File: config.mk
export PLATFORM = sky130hd
export DESIGN_NAME = life_frame_scanner
export DESIGN_NICKNAME = d
export VERILOG_FILES = /design/src/rtl/life_pkg.sv /design/src/rtl/life_row_mux.sv /design/src/rtl/life_frame_scanner.sv
export SDC_FILE = /design/constraint.sdc
export NUM_CORES = 1
export LEC_CHECK = 0
export BUFFER_PORTS_ARGS = -buffer_cell sky130_fd_sc_hd__buf_2
export CORE_AREA = 5 5 93 95
export CTS_BUF_LIST = sky130_fd_sc_hd__clkbuf_4
export DETAILED_ROUTE_END_ITERATION = 6
export DIE_AREA = 0 0 98 100
export PLACE_DENSITY = 0.75
export SLEW_MARGIN = 20
export SYNTH_ARGS = -nofsm -noshare
export SYNTH_HDL_FRONTEND = slang
export SYNTH_SLANG_ARGS = --single-unit
File: constraint.sdc
create_clock -name clk -period 2.75 [get_ports clk]
set_input_delay 0.1375 -clock clk [delete_from_list [all_inputs] [get_ports clk]]
set_output_delay 0.1375 -clock clk [all_outputs]
set_load 0.01 [all_outputs]
File: src/rtl/life_pkg.sv
`default_nettype none
// ============================================================================
//  Module   : life_pkg
//  Purpose  : Shared definitions for the life frame scanner: board and tile
//             geometry, tile selector encodings and the scanner FSM state type.
//  Ports    : (package, no ports)
//  Revision : 1.0  initial release
// ============================================================================
package life_pkg;

    // Board is 8x8 cells, built from four 4x4 tiles.
    localparam int BOARD_DIM  = 8;
    localparam int TILE_DIM   = 4;
    localparam int TILE_BITS  = TILE_DIM * TILE_DIM;
    localparam int NUM_TILES  = 4;
    localparam int BOARD_BITS = BOARD_DIM * BOARD_DIM;

    // Tile selector encoding is {east_half, south_half}.
    localparam logic [1:0] TILE_TL = 2'b00;
    localparam logic [1:0] TILE_BL = 2'b01;
    localparam logic [1:0] TILE_TR = 2'b10;
    localparam logic [1:0] TILE_BR = 2'b11;

    typedef enum logic [1:0] {
        IDLE = 2'd0,
        LOAD = 2'd1,
        EMIT = 2'd2,
        DONE = 2'd3
    } state_t;

endpackage : life_pkg
`default_nettype wire

File: src/rtl/life_row_mux.sv
`default_nettype none
// ============================================================================
//  Module   : life_row_mux
//  Purpose  : Combinational extraction of one 8-cell board row from the 64-bit
//             frame buffer, which holds the four tiles back to back
//             (tile index * 16 + tile bit).
//  Ports    : frame    [63:0] in  - frame buffer, tile t at bits [16t+15:16t]
//             row_sel  [2:0]  in  - board row to extract (0 = north)
//             row_data [7:0]  out - bit c = column c (0 = west)
//  Revision : 1.0  initial release
// ============================================================================
module life_row_mux
    import life_pkg::*;
(
    input  logic [BOARD_BITS-1:0] frame,
    input  logic [2:0]            row_sel,
    output logic [BOARD_DIM-1:0]  row_data
);

    // Cell (r,c) lives in tile {c[2], r[2]} at tile bit 4*c[1:0] + r[1:0],
    // so its frame index is simply the concatenation of those fields.
    for (genvar gc = 0; gc < BOARD_DIM; gc++) begin : g_col
        localparam logic [2:0] c_col = 3'(gc);
        assign row_data[gc] = frame[{c_col[2], row_sel[2], c_col[1:0], row_sel[1:0]}];
    end

endmodule : life_row_mux
`default_nettype wire

File: src/rtl/life_frame_scanner.sv
`default_nettype none
// ============================================================================
//  Module   : life_frame_scanner
//  Purpose  : Reads the four 4x4 tiles of an 8x8 life array into a frame
//             buffer, streams the board out row by row over a valid/ready
//             handshake, reports whether the generation changed, and
//             optionally pulses step to advance the array.
//  Ports    : clk, reset            - clock, async active-high reset
//             start                 - request one frame scan (IDLE only)
//             step_enable           - pulse step at end of each frame
//             valo, valo_prev [15:0]- selected tile, current / previous gen
//             valo_selector [1:0]   - tile select 00 TL, 01 BL, 10 TR, 11 BR
//             step                  - generation-advance pulse
//             row_data [7:0], row_idx [2:0], row_valid, row_ready
//                                   - row stream
//             frame_done            - end-of-frame pulse
//             frame_stable          - last frame had no change on any tile
//  Revision : 1.0  initial release
// ============================================================================
module life_frame_scanner
    import life_pkg::*;
#(
    parameter int SETTLE_CYCLES = 1     // legal 1..15
) (
    input  logic                  clk,
    input  logic                  reset,
    input  logic                  start,
    input  logic                  step_enable,
    input  logic [TILE_BITS-1:0]  valo,
    input  logic [TILE_BITS-1:0]  valo_prev,
    output logic [1:0]            valo_selector,
    output logic                  step,
    output logic [BOARD_DIM-1:0]  row_data,
    output logic [2:0]            row_idx,
    output logic                  row_valid,
    input  logic                  row_ready,
    output logic                  frame_done,
    output logic                  frame_stable
);

    state_t                 r_state;
    state_t                 w_next_state;
    logic [1:0]             r_tile;
    logic [3:0]             r_settle;
    logic [2:0]             r_row;
    logic [BOARD_BITS-1:0]  r_frame;
    logic                   r_changed;
    logic                   r_stable;
    logic [BOARD_DIM-1:0]   w_row_data;

    logic w_tile_last;
    logic w_load_last;
    logic w_row_xfer;
    logic w_frame_last;

    assign w_tile_last  = (r_settle == 4'(SETTLE_CYCLES - 1));
    assign w_load_last  = w_tile_last && (r_tile == TILE_BR);
    // Derived from the state register rather than row_valid so that the
    // next-state logic does not read back its own outputs.
    assign w_row_xfer   = (r_state == EMIT) && row_ready;
    assign w_frame_last = w_row_xfer && (r_row == 3'd7);

    // ------------------------------------------------------------------
    // State register
    // ------------------------------------------------------------------
    always_ff @(posedge clk or posedge reset) begin
        if (reset) begin
            r_state <= IDLE;
        end else begin
            r_state <= w_next_state;
        end
    end

    // ------------------------------------------------------------------
    // Next-state and state-decoded outputs
    // ------------------------------------------------------------------
    always_comb begin
        w_next_state = r_state;
        row_valid    = 1'b0;
        frame_done   = 1'b0;
        step         = 1'b0;
        case (r_state)
            IDLE: begin
                if (start) begin
                    w_next_state = LOAD;
                end
            end
            LOAD: begin
                if (w_load_last) begin
                    w_next_state = EMIT;
                end
            end
            EMIT: begin
                row_valid = 1'b1;
                if (w_frame_last) begin
                    w_next_state = DONE;
                end
            end
            DONE: begin
                frame_done   = 1'b1;
                step         = step_enable;
                w_next_state = IDLE;
            end
            default: begin
                w_next_state = IDLE;
            end
        endcase
    end

    // ------------------------------------------------------------------
    // Datapath: tile sequencing, frame buffer, change flag, row counter
    // ------------------------------------------------------------------
    always_ff @(posedge clk or posedge reset) begin
        if (reset) begin
            r_tile    <= TILE_TL;
            r_settle  <= '0;
            r_row     <= '0;
            r_frame   <= '0;
            r_changed <= 1'b0;
            r_stable  <= 1'b0;
        end else begin
            case (r_state)
                IDLE: begin
                    if (start) begin
                        r_tile    <= TILE_TL;
                        r_settle  <= '0;
                        r_row     <= '0;
                        r_changed <= 1'b0;
                    end
                end
                LOAD: begin
                    if (w_tile_last) begin
                        // Sample on the last edge of the settle window; the
                        // tile counter wraps back to TL after BR.
                        r_frame[{r_tile, 4'b0000} +: TILE_BITS] <= valo;
                        r_changed <= r_changed | (|(valo ^ valo_prev));
                        r_settle  <= '0;
                        r_tile    <= r_tile + 2'd1;
                    end else begin
                        r_settle  <= r_settle + 4'd1;
                    end
                end
                EMIT: begin
                    if (w_row_xfer) begin
                        r_row <= r_row + 3'd1;
                    end
                end
                DONE: begin
                    r_stable <= ~r_changed;
                end
                default: begin
                    r_row <= '0;
                end
            endcase
        end
    end

    life_row_mux u_row_mux (
        .frame    (r_frame),
        .row_sel  (r_row),
        .row_data (w_row_data)
    );

    assign valo_selector = r_tile;
    assign row_idx       = r_row;
    assign row_data      = row_valid ? w_row_data : '0;
    assign frame_stable  = r_stable;

endmodule : life_frame_scanner
`default_nettype wire

==> key figures <==
Hold path
  • Min-Delay Path Class: input pin to flip-flop
  • Hold-critical path depth: 3

CTS
  • CTS tree: yes
  • CTS Buffer Depth: 2
  • Root Driver: clkbuf_4
  • CTS Buf Count: 9
  • Worst-Skew Late Latency: 0.42 ns
  • CTS clk-pin slew, worst paths: 0.13 ns
  • Number of H-tree levels: 3
  • Post-CTS sizing: 0
  • Clock Sinks: 77

STA
  • Hold_ws: 0.0204 ns
  • Worst Max-Slew Pin Slew: 0.728 ns
  • Slew headroom: 0.510
  • Final Max Tran Viols: 0
  • Final hold vios: 0
  • RSZ-0062 raised after global routing: false
  • Final Cycle Share: 0.789
  • Layout Skew: 0.0186 ns
  • Achievable frequency: 461 MHz
  • Final setup vio count: 0
  • Shortest period the worst path allows: 2.17 ns
  • Setup TNS: 0 ns
  • PnR worst setup slack: 0.579 ns

Setup path
  • Critical Path Start Type: flip-flop
  • R2R depth: 5
  • CP Cell Sequence: buf_4 -> mux4_2 -> nand2_1 -> a21boi_1 -> buf_2
  • Req. time, crit path: 2.61 ns
  • Critical path capture point type: output port
  • Worst EP arrival: 2.03 ns
  • WS Path Type: flip-flop to output port
  • Slowest-stage cell, CP: mux4_2
  • Largest stage delay, worst path: 0.56 ns
  • Crit path max fanout: 19

Yosys
  • Yosys cell types: 39
  • EDFF count, synth: 0
  • Post-Syn Nets: 480
  • Leading area contributor after synthesis: dfrtp_1
  • Synth top area cells: dfrtp_1 47%, nand2_1 14%, mux4_2 8.7%, o21ai_1 6.5%, ha_1 3.9%
  • Synthesized area: 0.00414 sq mm
  • Cells after Synth: 430
  • FFs w/ async S/R, synth: 1.00
  • Flop and latch count out of synthesis: 77
  • Top_reg_cell synth: dfrtp_1
  • Synth warn: 0
  • Sequential cell area fraction in the yosys report: 0.465
  • Synth top area share: 0.465
  • Synth Area per Inst: 9.63 sq um

Placed design
  • Inst Count DP: 571
  • Worst slack, placed: 0.598 ns
  • GPL Wtd Cong: 0.875
  • Final HPWL DP: 7.07 mm
  • Port bufs: 53
  • Placed instance area: 0.00447 sq mm

Detailed routing
  • DRC: 0
  • Starting DRT DRC Count: 165
  • Iteration count of the initial detailed-routing pass: 5
  • Vias/cell: 5.47
  • Vias post-DR: 3,290
  • DR WL/cell: 16.7 um
  • Detailed Route WL: 10.0 mm
  • Final antenna-violating net count: 0

Global routing
  • Pin count of the biggest net entering global routing: 34
  • Initial antenna violation count: 0
  • Vias in the first global route: 3,264
  • First-pass GRT wire length: 16.6 mm
  • Gr ovfl total: 0
  • Gr usage total: 0.217

Layout
  • Post-route cell area: 0.00477 sq mm
  • Fill cells: 643
  • Most frequent cells in the layout: 152 x nand2_1, 77 x dfrtp_1, 54 x o21ai_1, 53 x buf_2, 16 x mux4_2
  • Most common cell after layout, fill and taps aside: nand2_1
  • Post-route non-filler standard cell count: 601
  • Antenna cells: 0
  • Post-layout util: 0.623
  • Nets: 544
  • Syn-to-layout area delta: 15.1%
  • Share of post-route cells with drive strength above 1: 0.228

Floorplan
  • DIE HEIGHT: 100 um
  • Site Rows: 32
  • Area of the die: 0.00980 sq mm
  • Die Wd: 98 um
  • Total I/O pin count: 54
  • Starting Density: 0.541
  • Core area: 0.00765 sq mm

Power and ir drop
  • Worst VDD drop: 0.380 mV
  • Leak: 2.08 nW
  • PD cells: 989 mW/mm^2
  • Power Total: 4.71 mW

Job
  • Number of max-cap violations: 0

Outcome
  • Status: complete, no violations
==> cells by family (layout without fill, tap and decap cells) <==
logic type | after synthesis | after routing | share of synthesized area
AOI/OAI and AO/OA | 93 | 93 | 0.137
xor gates and xnor gates | 16 | 16 | 0.0338
adders and majority gates | 13 | 13 | 0.0393
buffers and inverters | 32 | 101 | 0.0399
DFF | 77 | 77 | 0.465
muxes | 20 | 20 | 0.0976
and+or+nand+nor | 179 | 179 | 0.187
==> timing repair <==
| action | in CTS | in global routing |
|---|---|---|
| buffers inserted | 0 | 0 |
| hold endpoints to repair | 52 | 0 |
| hold buffers | 14 | 0 |
==> power breakdown <==
group | switching (mW) | leakage, nW | internal [mW] | total, mW
logic | 1.12 | 0.996 | 0.897 | 2.01
registers | 0.321 | 0.997 | 1.62 | 1.94
clock network | 0.395 | 0.0850 | 0.364 | 0.759
total | 1.83 | 2.08 | 2.88 | 4.71
==> metal layers <==
layer	vias to the layer above	wire length [um]	track usage
li1	1592	-	-
met1	1583	4420	0.295
met2	94	4850	0.347
met3	21	501	0.0375
met4	0	259	0.0895
met5	-	0	0
==> critical path: cells and delay by family, from the launching register on <==
kind,cells,cell delay [ns]
DFF,1,0.37
buffers and inverters,2,0.50
AOI/OAI and AO/OA,1,0.09
and+or+nand+nor,1,0.09
muxes,1,0.56
==> state kept, by name, indices dropped and copies added, names as in the netlist <==
register       flops
r_changed          1
frame_stable       1
valo_selector      2
r_state            2
r_frame           64
r_settle           4
row_idx            3
==> Yosys cell counts, types with 2 or more instances <==
master    number
ha_1          13
inv_1          8
buf_2         10
a21boi_1       8
nor2_1         4
buf_4          4
a22o_1         6
dfrtp_1       77
o21ai_0        7
nand3_1        6
mux4_2        16
nor3_1         3
xnor2_1       15
mux2_2         3
nor3b_4        3
o21ai_1       54
a21oi_1        3
nand2_1      152
buf_6          2
o21ai_2       10
clkbuf_1       5
nand2_2        2
nand4_1        3
==> cell type report <==
class	count	area, sq um	share of cell area
timing repair buffer	75	465	0.0977
sequential	77	1930	0.404
clock inverter	7	90.1	0.0189
multi-input combinational	321	2050	0.430
tap	102	128	0.0268
clock buffer	9	67.6	0.0142
inverter	10	40.0	0.00840
==> final timing paths <==
path / startpoint / end / slack, ns
setup / recovery: row_idx[0] / row_data[4] / 0.58
hold / removal: valo[14] / r_frame[14] / 0.02
setup reg to reg: valo_selector[0] / r_frame[42] / 0.59
hold reg to reg: r_frame[17] / r_frame[17] / 0.49
max in group asynchronous: reset / r_frame[13] / 1.71
min in group asynchronous: reset / r_frame[49] / 0.25
(Power assumes the default switching activity.)
